[src/rtl/pixel_shifter_if.sv]
// Load-side bus of pixel_shifter: one display word plus its colour and
// mode, moved across a valid/ready handshake. The fetch/attribute logic
// drives the master side; the shifter is the slave.
interface pixel_shifter_if #(
  parameter int DATA_W   = 8,
  parameter int COLOUR_W = 4
);

  logic                load_valid;
  logic                load_ready;
  logic [DATA_W-1:0]   in_data;
  logic [COLOUR_W-1:0] colour;
  logic                mode;

  modport master (
    output load_valid,
    output in_data,
    output colour,
    output mode,
    input  load_ready
  );

  modport slave (
    input  load_valid,
    input  in_data,
    input  colour,
    input  mode,
    output load_ready
  );

endinterface

[src/rtl/pixel_shifter.sv]
// pixel_shifter
//   Serialises fetched display words into per-pixel colour indices for the
//   colour mux. Each word is shifted out MSB first, either one bit per pixel
//   (mode 0, semigraphics/text) or two bits per pixel (mode 1, colour
//   graphics). A single holding register in front of the shift register
//   lets the source deliver the next word while the current one is still
//   shifting, so words stream back-to-back with no pixel gap.
//
//   A programmable divider stretches every pixel to PIX_DIV clk cycles.
//   If a word finishes while nothing is waiting in the holding register,
//   the shifter falls back to idle; when this happens inside the visible
//   line (active high) the sticky underrun flag is set.
//
//   Optional build macro PIXEL_SHIFT_UNDERRUN_CNT_EN adds an 8-bit
//   saturating count of underrun events on port underrun_count.
module pixel_shifter #(
  parameter int DATA_W   = 8,   // even, >= 4
  parameter int COLOUR_W = 4,   // >= 3
  parameter int PIX_DIV  = 1    // clk cycles per pixel, 1..16
) (
  input  logic                clk,
  input  logic                reset,
  pixel_shifter_if.slave      load,
  input  logic                active,
  output logic                pix_tick,
  output logic                pix_valid,
  output logic [COLOUR_W-1:0] colour_index,
  output logic                underrun
`ifdef PIXEL_SHIFT_UNDERRUN_CNT_EN
  ,
  output logic [7:0]          underrun_count
`endif
);

  // pix_cnt must reach DATA_W-1 (the last pixel of a 1 bpp word).
  localparam int CNT_W = $clog2(DATA_W);
  localparam int DIV_W = (PIX_DIV > 1) ? $clog2(PIX_DIV) : 1;

  localparam logic [CNT_W-1:0] LAST_1BPP = CNT_W'(DATA_W - 1);
  localparam logic [CNT_W-1:0] LAST_2BPP = CNT_W'(DATA_W / 2 - 1);
  localparam logic [DIV_W-1:0] DIV_LAST  = DIV_W'(PIX_DIV - 1);

  localparam logic [0:0] ST_IDLE  = 1'b0;
  localparam logic [0:0] ST_SHIFT = 1'b1;

  // Holding register: the next word waiting for the shifter.
  logic                hold_full;
  logic [DATA_W-1:0]   hold_data;
  logic [COLOUR_W-1:0] hold_colour;
  logic                hold_mode;

  // Shifter: the word currently being displayed, with its attributes.
  logic [0:0]          state;
  logic [DATA_W-1:0]   shreg;
  logic [COLOUR_W-1:0] word_colour;
  logic                word_mode;
  logic [CNT_W-1:0]    pix_cnt;
  logic [DIV_W-1:0]    div_cnt;

  // Next-state values for the shifter and its registered outputs.
  logic [0:0]          state_nxt;
  logic [DATA_W-1:0]   shreg_nxt;
  logic [COLOUR_W-1:0] word_colour_nxt;
  logic                word_mode_nxt;
  logic [CNT_W-1:0]    pix_cnt_nxt;
  logic [DIV_W-1:0]    div_cnt_nxt;
  logic                pix_tick_nxt;
  logic                pix_valid_nxt;
  logic [COLOUR_W-1:0] colour_index_nxt;

  logic                tick;       // current pixel has run its PIX_DIV cycles
  logic                last_pix;   // current pixel is the last of its word
  logic                word_end;   // leaving the last pixel on this edge
  logic                hold_xfer;  // holding register -> shifter this edge
  logic                accept;     // new word -> holding register this edge
  logic                starve;     // word ended with nothing to follow it
  logic [DATA_W-1:0]   shifted;    // shreg advanced by one pixel

  // Colour index shown for the pixel sitting in the top bits of a word.
  function automatic logic [COLOUR_W-1:0] pixel_of(
    input logic [DATA_W-1:0]   w,
    input logic [COLOUR_W-1:0] c,
    input logic                m
  );
    if (m) begin
      // 2 bpp: the two data bits pick an entry within the palette group.
      pixel_of = {c[COLOUR_W-1:2], w[DATA_W-1 -: 2]};
    end else begin
      // 1 bpp: foreground where the bit is set, colour 0 elsewhere.
      pixel_of = w[DATA_W-1] ? c : '0;
    end
  endfunction

  // Handshake and word-boundary decode.
  assign tick      = (div_cnt == DIV_LAST);
  assign last_pix  = word_mode ? (pix_cnt == LAST_2BPP) : (pix_cnt == LAST_1BPP);
  assign word_end  = (state == ST_SHIFT) && tick && last_pix;
  assign hold_xfer = hold_full && ((state == ST_IDLE) || word_end);
  assign starve    = word_end && !hold_full;
  assign shifted   = word_mode ? {shreg[DATA_W-3:0], 2'b00}
                               : {shreg[DATA_W-2:0], 1'b0};

  // A slot is free when the register is empty or is being emptied this edge.
  assign load.load_ready = !hold_full || hold_xfer;
  assign accept          = load.load_valid && load.load_ready;

  // Holding register: accepts a word from the source; a simultaneous
  // transfer to the shifter leaves it full with the newly accepted word.
  always_ff @(posedge clk) begin
    // NOTE: clocked state is assigned with <= so every register samples
    // the pre-edge values and block ordering cannot change behaviour.
    if (reset) begin
      hold_full   <= 1'b0;
      hold_data   <= '0;
      hold_colour <= '0;
      hold_mode   <= 1'b0;
    end else if (accept) begin
      hold_full   <= 1'b1;
      hold_data   <= load.in_data;
      hold_colour <= load.colour;
      hold_mode   <= load.mode;
    end else if (hold_xfer) begin
      hold_full   <= 1'b0;
    end
  end

  // Shifter next state: load a word, advance a pixel, or drop back to idle.
  always_comb begin
    // NOTE: every output of this block gets a default first, so no path
    // leaves a signal unassigned and no latch is inferred.
    state_nxt        = state;
    shreg_nxt        = shreg;
    word_colour_nxt  = word_colour;
    word_mode_nxt    = word_mode;
    pix_cnt_nxt      = pix_cnt;
    div_cnt_nxt      = div_cnt;
    pix_tick_nxt     = 1'b0;
    pix_valid_nxt    = pix_valid;
    colour_index_nxt = colour_index;

    if (hold_xfer) begin
      // New word: pixel 0 is presented now and lasts a full PIX_DIV cycles.
      state_nxt        = ST_SHIFT;
      shreg_nxt        = hold_data;
      word_colour_nxt  = hold_colour;
      word_mode_nxt    = hold_mode;
      pix_cnt_nxt      = '0;
      div_cnt_nxt      = '0;
      pix_tick_nxt     = 1'b1;
      pix_valid_nxt    = 1'b1;
      colour_index_nxt = pixel_of(hold_data, hold_colour, hold_mode);
    end else if (state == ST_SHIFT) begin
      if (word_end) begin
        // Word finished and nothing is queued behind it.
        state_nxt        = ST_IDLE;
        pix_cnt_nxt      = '0;
        div_cnt_nxt      = '0;
        pix_valid_nxt    = 1'b0;
        colour_index_nxt = '0;
      end else if (tick) begin
        shreg_nxt        = shifted;
        pix_cnt_nxt      = pix_cnt + 1'b1;
        div_cnt_nxt      = '0;
        pix_tick_nxt     = 1'b1;
        colour_index_nxt = pixel_of(shifted, word_colour, word_mode);
      end else begin
        div_cnt_nxt      = div_cnt + 1'b1;
      end
    end
  end

  // Shifter and output registers.
  always_ff @(posedge clk) begin
    if (reset) begin
      state        <= ST_IDLE;
      shreg        <= '0;
      word_colour  <= '0;
      word_mode    <= 1'b0;
      pix_cnt      <= '0;
      div_cnt      <= '0;
      pix_tick     <= 1'b0;
      pix_valid    <= 1'b0;
      colour_index <= '0;
    end else begin
      state        <= state_nxt;
      shreg        <= shreg_nxt;
      word_colour  <= word_colour_nxt;
      word_mode    <= word_mode_nxt;
      pix_cnt      <= pix_cnt_nxt;
      div_cnt      <= div_cnt_nxt;
      pix_tick     <= pix_tick_nxt;
      pix_valid    <= pix_valid_nxt;
      colour_index <= colour_index_nxt;
    end
  end

  // Sticky underrun: starving inside the visible line; blanking is benign.
  always_ff @(posedge clk) begin
    if (reset) begin
      underrun <= 1'b0;
    end else if (starve && active) begin
      underrun <= 1'b1;
    end
  end

`ifdef PIXEL_SHIFT_UNDERRUN_CNT_EN
  // Saturating count of underrun events, for field diagnostics.
  always_ff @(posedge clk) begin
    if (reset) begin
      underrun_count <= '0;
    end else if (starve && active && (underrun_count != 8'hFF)) begin
      underrun_count <= underrun_count + 8'd1;
    end
  end
`endif

endmodule
[src/flat_wrapper.sv]
// flat-port wrapper written by rule: the top's interface ports become plain ports
module pixel_shifter_flat 
#(
  parameter int DATA_W   = 8,                
  parameter int COLOUR_W = 4,          
  parameter int PIX_DIV  = 1                                  
)
  (clk, reset, active, pix_tick, pix_valid, colour_index, underrun, load_load_valid, load_in_data, load_colour, load_mode, load_load_ready);
  pixel_shifter_if #(.DATA_W(DATA_W), .COLOUR_W(COLOUR_W)) load_i ();
  input  logic clk;
  input  logic reset;
  input  logic active;
  output logic pix_tick;
  output logic pix_valid;
  output logic [COLOUR_W-1:0] colour_index;
  output logic underrun;
  input wire logic [$bits(load_i.load_valid)-1:0] load_load_valid;
  input wire logic [$bits(load_i.in_data)-1:0] load_in_data;
  input wire logic [$bits(load_i.colour)-1:0] load_colour;
  input wire logic [$bits(load_i.mode)-1:0] load_mode;
  output wire logic [$bits(load_i.load_ready)-1:0] load_load_ready;
  assign load_i.load_valid = load_load_valid;
  assign load_i.in_data = load_in_data;
  assign load_i.colour = load_colour;
  assign load_i.mode = load_mode;
  assign load_load_ready = load_i.load_ready;
  pixel_shifter #(.DATA_W(DATA_W), .COLOUR_W(COLOUR_W), .PIX_DIV(PIX_DIV)) u_core (.clk(clk), .reset(reset), .load(load_i), .active(active), .pix_tick(pix_tick), .pix_valid(pix_valid), .colour_index(colour_index), .underrun(underrun));
endmodule
[config.mk]
export PLATFORM = sky130hd
export DESIGN_NAME = pixel_shifter_flat
export DESIGN_NICKNAME = d
export VERILOG_FILES = /design/src/rtl/pixel_shifter_if.sv /design/src/rtl/pixel_shifter.sv /design/src/flat_wrapper.sv
export SDC_FILE = /design/constraint.sdc
export NUM_CORES = 1
export LEC_CHECK = 0
export ABC_AREA = 1
export ABC_CLOCK_PERIOD_IN_PS = 1310
export CORE_AREA = 2 2 74 76
export DETAILED_ROUTE_END_ITERATION = 10
export DIE_AREA = 0 0 76 78
export PLACE_DENSITY = 0.54
export SETUP_SLACK_MARGIN = 0.3
export SLEW_MARGIN = 20
export SYNTH_ARGS = -nofsm -noshare
export SYNTH_HDL_FRONTEND = slang
export SYNTH_SLANG_ARGS = --single-unit
export TNS_END_PERCENT = 30
[constraint.sdc]
create_clock -name clk -period 1.31 [get_ports clk]
set_input_delay 0.131 -clock clk [delete_from_list [all_inputs] [get_ports clk]]
set_output_delay 0.131 -clock clk [all_outputs]
set_load 0.05 [all_outputs]
==> results of run 1 <==
## worst max-delay path, cell delays in order (launching register included)
cell	delay, ns
dfxtp_2	0.34
ha_4	0.17
nand3_4	0.07
nand3_4	0.09
buf_6	0.14
buf_12	0.13
## routing by layer
| metal | GRT usage | wire length, µm | up-vias | part of all wire |
|---|---|---|---|---|
| met5 | 0 | 0 | - | 0 |
| met1 | 0.192 | 2090 | 728 | 0.50 |
| met3 | 0.0279 | 112 | 7 | 0.027 |
| met4 | 0.0491 | 59 | 0 | 0.014 |
| met2 | 0.240 | 1940 | 22 | 0.46 |
| li1 | - | - | 887 | - |
## timing repair
item,CTS,global route
pin swaps,4,17
buffers inserted,9,3
gates resized for setup,16,25
setup endpoints to repair,38,38
gates cloned,0,1
## cells by family (layout without fill, tap and decap cells)
kind of cell / count (synthesis) / after routing / synth area share
simple gates: 144 / 145 / 0.389
flops: 36 / 36 / 0.416
buf+inv: 32 / 79 / 0.0924
compound gates: 31 / 31 / 0.0953
fa+ha+maj: 1 / 1 / 0.00722
## where the power goes
group | internal (mW) | switching [mW]
Sequential | 1.17 | 0.0656
Combinational | 0.281 | 0.299
Clock | 0.429 | 0.377
Total | 1.88 | 0.741
## cell usage after synthesis (all sizes together)
library cell / count
nand3: 36
inv: 18
nand2: 46
or2: 1
nand3b: 13
o21a: 4
buf: 8
o21ai: 14
ha: 1
clkbuf: 5
clkinv: 1
a21oi: 13
nor2: 48
dfxtp: 36
## cells in the final DEF (no fill, tap or decap), drive strengths merged
master         count
o21a               4
clkdlybuf4s50     16
nor2              48
clkinv             1
inv               18
clkbuf             8
a21oi             13
nand3b            13
buf               36
ha                 1
nand3             36
dfxtp             36
or2                1
nand2             47
o21ai             14
## layout make-up
class | instances | area share
Multi-Input combinational cell | 177 | 0.389
Sequential cell | 36 | 0.285
Timing Repair Buffer | 52 | 0.226
Clock buffer | 8 | 0.0350
Tap cell | 70 | 0.0340
Inverter | 19 | 0.0316
## per-stage QoR
step,setup WS [ns],instances,util,TNS [ns],hold slack [ns]
floorplan,0.0807,244,-,0,0.276
global placement,0.0372,341,0.444,0,0.456
detailed placement,0.0552,341,0.444,0,0.466
CTS,-0.0644,358,0.487,-0.241,0.471
global route,-0.104,362,0.510,-1.17,0.502
finish,-0.0454,362,0.510,-0.0495,0.473
## state kept, by name, indices dropped and copies added (netlist names)
signal,cells
u_core.pix_tick,1
u_core.hold_mode,1
u_core.shreg,7
u_core.pix_valid,1
u_core.hold_data,8
u_core.word_mode,1
u_core.pix_cnt,3
u_core.colour_index,4
u_core.hold_full,1
u_core.underrun,1
u_core.word_colour,4
u_core.hold_colour,4
## final timing paths
| path | to | slack, ns |
|---|---|---|
| setup / recovery | load_load_ready | -0.05 |
| hold / removal | u_core.underrun$_SDFFE_PP0P_ | 0.47 |
| setup reg to reg | u_core.hold_full$_SDFFE_PP0P_ | 0 |
| hold reg to reg | u_core.word_colour[3]$_SDFFE_PP0P_ | 0.48 |
==> run metrics, run 1 <==
run status complete, but fails checks; failing checks negative setup slack; count of final max-slew check failures 0; fin area 2570 µm²; GPL Wtd Cong between 0.7 and 0.8; WL final between 4000 and 5000 µm; fin crit share 1.03; diodes inserted 0; PwrDens between 1000 and 1500 nW/µm²; clock transition at the registers of the reported paths 0.07 ns; FP Rows 26; crit path capture type primary output; Crit Path Class flop to primary output; IO Port Bufs 24; Core Box Area roughly 5000 µm²; Critical Path RT 1.18 ns; Critical Path Start Type flop; top-area cell type share of the netlist area 0.416; maximum VDD drop about 0.00058 V; P_leak 1.10 nW; Critical path origin u_core.pix_cnt[1]$_SDFFE_PP0P_; Initial Util 0.344; area grow syn2layout 48.4%; post-route ant nets 0; crit path DAT 1.22 ns; nets@finish between 300 and 400; worst min path class input port to flop; dpl hpwl 2870 µm; post-layout total power about 2.6 mW; drt wl/cell ~12 µm; drt initial violations 80; placed cell area roughly 2200 µm²; RSZ-0062 raised after global routing yes; clock skew ~0.0035 ns; vias in the first global route between 1500 and 2000; largest net degree at the start of global routing 27; DR vias ~1600; synth top area cells dfxtp_1 42%, nor2_1 10%, nand3_1 9.8%; origin of the critical flop-to-flop path u_core.pix_cnt[1]$_SDFFE_PP0P_; H-Tree Depth 2; cts hold-fix bufs 0; Gate Count Post-Synth around 240; Synth warnings 0; Hold Violations, Final 0; fillers between 500 and 600; initial antenna violation count 0; reg2reg path depth 8; Synth cell types 20; final setup fails 2; io pins 25; first-pass GRT wire length between 7000 and 8000 µm; Hold Path Cell Cnt 3; CP Max Fanout 2; Vias/cell about 4.5; CTS tree done; die area a little under 6000 µm²; MaxCap Viol Count 0; Worst-Skew Late Latency 0.28 ns; CTS Buf Count 5; Synth Net Count 262; Pre-antenna DRT Iters 4; measured slew at the worst slew-check pin 0.253 ns; sequential share of the synthesized area 0.416; Seq cells post-synth 36; GRT Total Usage 0.146; Multi-input gate area 1000 µm²; Clock Sinks 36; global route total overflow 0; fin crit period approximately 1.4 ns; die height slightly below 80 µm; DRC Markers 0; cell taking the most area after synthesis dfxtp_1; hold path startpoint active; max-slew headroom at the worst pin 0.830; Root Driver clkbuf_8; post-synthesis cell area around 1700 µm²; Longest Clk Path Bufs 2; Storage cell area 732 µm²; layout cells sized above 1 0.277; f_max approximately 0.74 GHz; Post-Syn Area per Cell 7.10 µm²; final setup margin -0.0454 ns; Die X 76 µm
Power figures use the tool's default switching activity.
==> run 2, diff against run 1 <==
--- a/config.mk
+++ b/config.mk
@@ -6,11 +6,11 @@
 export NUM_CORES = 1
 export LEC_CHECK = 0
 export ABC_AREA = 1
-export ABC_CLOCK_PERIOD_IN_PS = 1310
+export ABC_CLOCK_PERIOD_IN_PS = 1500
 export CORE_AREA = 2 2 74 76
 export DETAILED_ROUTE_END_ITERATION = 10
 export DIE_AREA = 0 0 76 78
-export PLACE_DENSITY = 0.54
+export PLACE_DENSITY = 0.52
 export SETUP_SLACK_MARGIN = 0.3
 export SLEW_MARGIN = 20
 export SYNTH_ARGS = -nofsm -noshare
==> constraint.sdc (replaced) <==
create_clock -name clk -period 1.5 [get_ports clk]
set_input_delay 0.15 -clock clk [delete_from_list [all_inputs] [get_ports clk]]
set_output_delay 0.15 -clock clk [all_outputs]
set_load 0.05 [all_outputs]
==> run metrics, run 2 (same netlist as run 1, synthesis figures left out) <==
run status complete, no violations; area grow syn2layout 41.3%; final setup margin ~0.12 ns; Critical Path Start Type flop; PwrDens about 900 nW/µm²; Initial Util 0.344; DRC Markers 0; worst min path class flop to flop; Worst-Skew Late Latency approximately 0.29 ns; GPL Wtd Cong 0.757; Storage cell area 736 µm²; FP Rows 26; Setup TNS Final 0 ns; fillers just over 500; most common cell after layout, fill and taps aside nor2_1; dpl hpwl about 2900 µm; CP peak stage delay 0.37 ns; P_int between 1.5 and 2 mW; vias in the first global route around 1600; measured slew at the worst slew-check pin around 0.27 ns; combinational share of power 0.206; count of final max-slew check failures 0; MaxCap Viol Count 0; Core Box Area ~5000 µm²; met2 WL between 1500 and 2000 µm; RSZ-0062 raised after global routing yes; critical path cell sequence inv_4 > nand2_4 > nand3_4 > nand3_4 > buf_12 > buf_12; Seq pwr share 0.475; f_max slightly above 0.7 GHz; final cell count without fillers 360; drt wl/cell 12.2 µm; fin crit period 1.38 ns; most frequent cells in the layout 48 x nor2_1, 40 x nand2_1, 32 x nand3_1; Min-Delay Endpoint u_core.word_colour[3]$_SDFFE_PP0P_; sw power 0.654 mW; Longest Clk Path Bufs 2; Critical Path RT between 1 and 1.5 ns; highest routed layer met4; Top reg by flops u_core.hold_data; CP bufs+invs 3; Root Driver clkbuf_8; Vias/cell between 4 and 5; DR vias between 1500 and 2000; GRT Total Usage 0.154; drt initial violations between 80 and 90; reg2reg path depth 10; H-Tree Depth 2; nets@finish roughly 310; clock skew around 0.004 ns; reg-to-reg endpoint u_core.hold_colour[2]$_SDFFE_PP0P_; post-route ant nets 0; Multi-input gate area between 900 and 1000 µm²; DR WL met3 about 150 µm; first-pass GRT wire length slightly above 7000 µm; cts hold-fix bufs 0; initial antenna violation count 0; CP Max Fanout 3; placed cells about 340; global route total overflow 0; biggest registers after layout u_core.hold_data (8), u_core.shreg (7); diodes inserted 0; fin crit share 0.920; Crit Path Class flop to primary output; die height slightly below 80 µm; fin area 2450 µm²; origin of the critical flop-to-flop path u_core.word_mode$_SDFFE_PP0P_; hold path startpoint u_core.word_colour[3]$_SDFFE_PP0P_; final setup fails 0; die area between 5000 and 6000 µm²; DP Worst Slack 0.164 ns; Hold Violations, Final 0; IO Port Bufs 24; CTS Buf Count 5; post-layout total power 2.25 mW; M1 WL 2200 µm; P_leak approximately 1.1 nW; number of flip-flops in the largest register 8; max-slew headroom at the worst pin 0.816; Sw Share 0.291; largest net degree at the start of global routing 15; io pins 25; kind of cell adding the most delay to the critical path flip-flops; Hold Path Cell Cnt 2; placed cell area around 2100 µm²; final core occ 0.486; slowest cell on the critical path dfxtp_4; crit path DAT about 1.2 ns; maximum VDD drop just over 0.0005 V; Clock Sinks 36; WL final roughly 4400 µm; Hold WS 0.469 ns; Pre-antenna DRT Iters 6; clock power share 0.319; Die X 76 µm; layout cells sized above 1 0.224; CTS tree done; crit path capture type primary output; R2R Setup Slk 0.17 ns; clock transition at the registers of the reported paths approximately 0.070 ns
-- run 2: changes by cell type in the layout (fill, tap and decap cells not counted), sizes merged --
cell	before	now
buf	36	32
clkinv	1	3
-- run 2: worst reg2reg max path: stages, from the launching register on --
cell and delay, ns:
dfxtp_4 0.37, inv_4 0.06, nand2_4 0.05, nand3_4 0.10, nand3_4 0.09, buf_12 0.14, buf_6 0.12, clkbuf_16 0.15
nand3b_1 0.08, nand2_1 0.05, nor2_1 0.07
-- run 2: area by class of cell --
class                   count  share of cell area
repair buffers             50               0.215
clock buffers               6              0.0337
flip-flops and latches     36               0.300
multi-input cells         177               0.378
inverters                  19              0.0332
well taps                  70              0.0358
clock inverters             2             0.00409
-- run 2: power by group through the flow --
| stage | clock, mW | combinational (mW) | sequential [mW] |
|---|---|---|---|
| after floorplan | 0 | 0.224 | 1.12 |
| after global placement | 0 | 0.381 | 1.10 |
| after detailed placement | 0 | 0.381 | 1.10 |
| after CTS | 0.745 | 0.436 | 1.07 |
| after global routing | 0.782 | 0.510 | 1.08 |
| final | 0.718 | 0.464 | 1.07 |
-- run 2: metal layers --
layer | up-vias | track usage
met5 | - | 0
met4 | 0 | 0.0636
met3 | 6 | 0.0384
met2 | 27 | 0.253
met1 | 750 | 0.195
li1 | 879 | -
-- run 2: repair_timing --
action | CTS | global route
hold endpoints to repair | 0 | 0
buffers inserted | 10 | 2
gates cloned | 2 | 2
pin swaps | 4 | 3
endpoints found under the setup margin | 34 | 37
resized for setup | 20 | 13
-- run 2: how the worst max path moves through the flow --
| stage | cells past startpoint | from | slack, ns | end |
|---|---|---|---|---|
| 2_1_floorplan | 9 | u_core.word_mode$_SDFFE_PP0P_ | 0.27 | u_core.hold_mode$_SDFFE_PP0P_ |
| 3_3_place_gp | 10 | u_core.pix_cnt[1]$_SDFFE_PP0P_ | 0.19 | u_core.colour_index[2]$_SDFFE_PP0P_ |
| 3_5_place_dp | 10 | u_core.pix_cnt[0]$_SDFFE_PP0P_ | 0.16 | u_core.colour_index[2]$_SDFFE_PP0P_ |
| 4_1_cts | 6 | u_core.word_mode$_SDFFE_PP0P_ | 0.11 | load_load_ready |
| 5_1_grt | 6 | u_core.word_mode$_SDFFE_PP0P_ | 0.06 | load_load_ready |
| 6_report | 6 | u_core.word_mode$_SDFFE_PP0P_ | 0.12 | load_load_ready |
==> run 3, diff against run 2 <==
--- a/config.mk
+++ b/config.mk
@@ -6,7 +6,7 @@
 export NUM_CORES = 1
 export LEC_CHECK = 0
 export ABC_AREA = 1
-export ABC_CLOCK_PERIOD_IN_PS = 1500
+export ABC_CLOCK_PERIOD_IN_PS = 1800
 export CORE_AREA = 2 2 74 76
 export DETAILED_ROUTE_END_ITERATION = 10
 export DIE_AREA = 0 0 76 78
==> constraint.sdc (replaced) <==
create_clock -name clk -period 1.8 [get_ports clk]
set_input_delay 0.18 -clock clk [delete_from_list [all_inputs] [get_ports clk]]
set_output_delay 0.18 -clock clk [all_outputs]
set_load 0.05 [all_outputs]
==> run metrics, run 3 (same netlist as run 1, synthesis figures left out) <==
Hold Path Cell Cnt 2; Pre-antenna DRT Iters 4; Critical Path RT 1.62 ns; number of flip-flops in the largest register 8; CP Max Fanout 9; Die X roughly 76 µm; clock skew a little under 0.008 ns; Worst-Skew Late Latency between 0.2 and 0.3 ns; H-Tree Depth 2; Critical Path Start Type flop; fin area between 2000 and 2500 µm²; Core Box Area between 5000 and 6000 µm²; count of final max-slew check failures 0; DRC Markers 0; RSZ-0062 raised after global routing yes; IO Port Bufs 24; Longest Clk Path Bufs 2; worst min path class flop to flop; WL final 4060 µm; FP Rows 26; final cell count without fillers around 350; Clock Sinks 36; CTS tree done; GRT Total Usage 0.147; PwrDens ~900 nW/µm²; Min-Delay Endpoint u_core.underrun$_SDFFE_PP0P_; nets@finish 292; Root Driver clkbuf_8; die height between 70 and 80 µm; measured slew at the worst slew-check pin ~0.50 ns; drt wl/cell 11.8 µm; crit path capture type primary output; reg2reg path depth 6; CP peak stage delay 0.33 ns; Initial Util 0.344; final core occ 0.440; drt initial violations approximately 120; Hold WS around 0.47 ns; io pins 25; post-route ant nets 0; Crit. path cell count 4; final setup fails 0; dpl hpwl 2950 µm; Top reg by flops u_core.hold_data; clock transition at the registers of the reported paths 0.07 ns; P_leak 1.04 nW; CP bufs+invs 1; max-slew headroom at the worst pin 0.663; CTS Buf Count 5; GPL Wtd Cong slightly above 0.8; placed cells roughly 340; first-pass GRT wire length a little over 7000 µm; most frequent cells in the layout 48 x nor2_1, 41 x nand2_1, 36 x dfxtp_1; fin crit period between 1 and 1.5 ns; DR vias between 1500 and 2000; maximum VDD drop approximately 0.00033 V; Setup TNS Final 0 ns; kind of cell adding the most delay to the critical path flip-flops; layout cells sized above 1 0.109; R2R Setup Slk 0.39 ns; most common cell after layout, fill and taps aside nor2_1; crit path DAT around 1.3 ns; area grow syn2layout 28.1%; biggest registers after layout u_core.hold_data (8), u_core.shreg (7); final setup margin about 0.32 ns; global route total overflow 0; run status complete, no violations; fin crit share 0.823; initial antenna violation count 0; f_max roughly 0.67 GHz; vias in the first global route roughly 1500; fillers 549; diodes inserted 0; placed cell area ~2100 µm²; critical path cell sequence ha_1 > nand3_4 > nand3_4 > buf_12; hold path startpoint u_core.underrun$_SDFFE_PP0P_; slowest cell on the critical path dfxtp_1; Crit Path Class flop to primary output; Vias/cell around 4.6; largest net degree at the start of global routing 15; die area 5930 µm²; DP Worst Slack ~0.34 ns; cts hold-fix bufs 0; origin of the critical flop-to-flop path u_core.pix_cnt[0]$_SDFFE_PP0P_; post-layout total power a little under 2 mW; MaxCap Viol Count 0; reg-to-reg endpoint u_core.pix_cnt[0]$_SDFFE_PP0P_; Worst path most repeated cell nand3_4; Hold Violations, Final 0
-- run 3: cell count changes in the layout (fill, tap and decap cells not counted), moves of 3 or more --
| cell | before | now |
|---|---|---|
| buf_4 | 22 | 12 |
| buf_6 | 5 | 0 |
| dfxtp_1 | 30 | 36 |
| dfxtp_2 | 3 | 0 |
| dfxtp_4 | 3 | 0 |
| dlymetal6s2s_1 | 0 | 5 |
| nand2_2 | 2 | 5 |
| nand2_4 | 4 | 0 |
-- run 3: per-layer routing --
| layer | vias to the layer above | routed length [µm] | GRT usage | share of wire |
|---|---|---|---|---|
| li1 | 848 | - | - | - |
| met1 | 705 | 2030 | 0.198 | 0.50 |
| met2 | 23 | 1870 | 0.233 | 0.46 |
| met3 | 5 | 105 | 0.0314 | 0.026 |
| met5 | - | 0 | 0 | 0 |
| met4 | 0 | 48 | 0.0545 | 0.012 |
-- run 3: worst max-delay path by stage --
stage / start / to / slack, ns
after floorplan: u_core.pix_tick$_SDFF_PP0_ / u_core.colour_index[0]$_SDFFE_PP0P_ / 0.30
after global placement: u_core.pix_cnt[0]$_SDFFE_PP0P_ / u_core.hold_data[3]$_SDFFE_PP0P_ / 0.41
after detailed placement: u_core.pix_cnt[0]$_SDFFE_PP0P_ / u_core.hold_data[2]$_SDFFE_PP0P_ / 0.34
after CTS: u_core.colour_index[2]$_SDFFE_PP0P_ / colour_index[2] / 0.19
after global routing: u_core.pix_cnt[0]$_SDFFE_PP0P_ / load_load_ready / 0.24
final: u_core.pix_cnt[0]$_SDFFE_PP0P_ / load_load_ready / 0.32
-- run 3: final cells by class --
cell class / count / area, µm² / area share
clock inverter: 1 / 30.0 / 0.0135
tap: 70 / 87.6 / 0.0395
timing repair buffer: 36 / 362 / 0.163
multi-input combinational: 176 / 852 / 0.384
inverter: 19 / 71.3 / 0.0321
clock buffer: 7 / 96.3 / 0.0434
sequential: 36 / 721 / 0.325
-- run 3: worst min-delay path: stages, from the launching register on --
cell and delay, ns:
dfxtp_1 0.33, a21oi_1 0.04, nor2_1 0.07
-- run 3: timing repair --
item,CTS,global route
resized for setup,1,5
gates cloned,0,0
endpoints found under the setup margin,7,19
endpoints found under the hold margin,0,0
buffers inserted,2,0
-- run 3: power by group --
part           switching (mW)  total (mW)  internal (mW)
clock network           0.286       0.775          0.489
logic                   0.183       0.320          0.137
registers              0.0419       0.891          0.849
total                   0.511        1.99           1.47
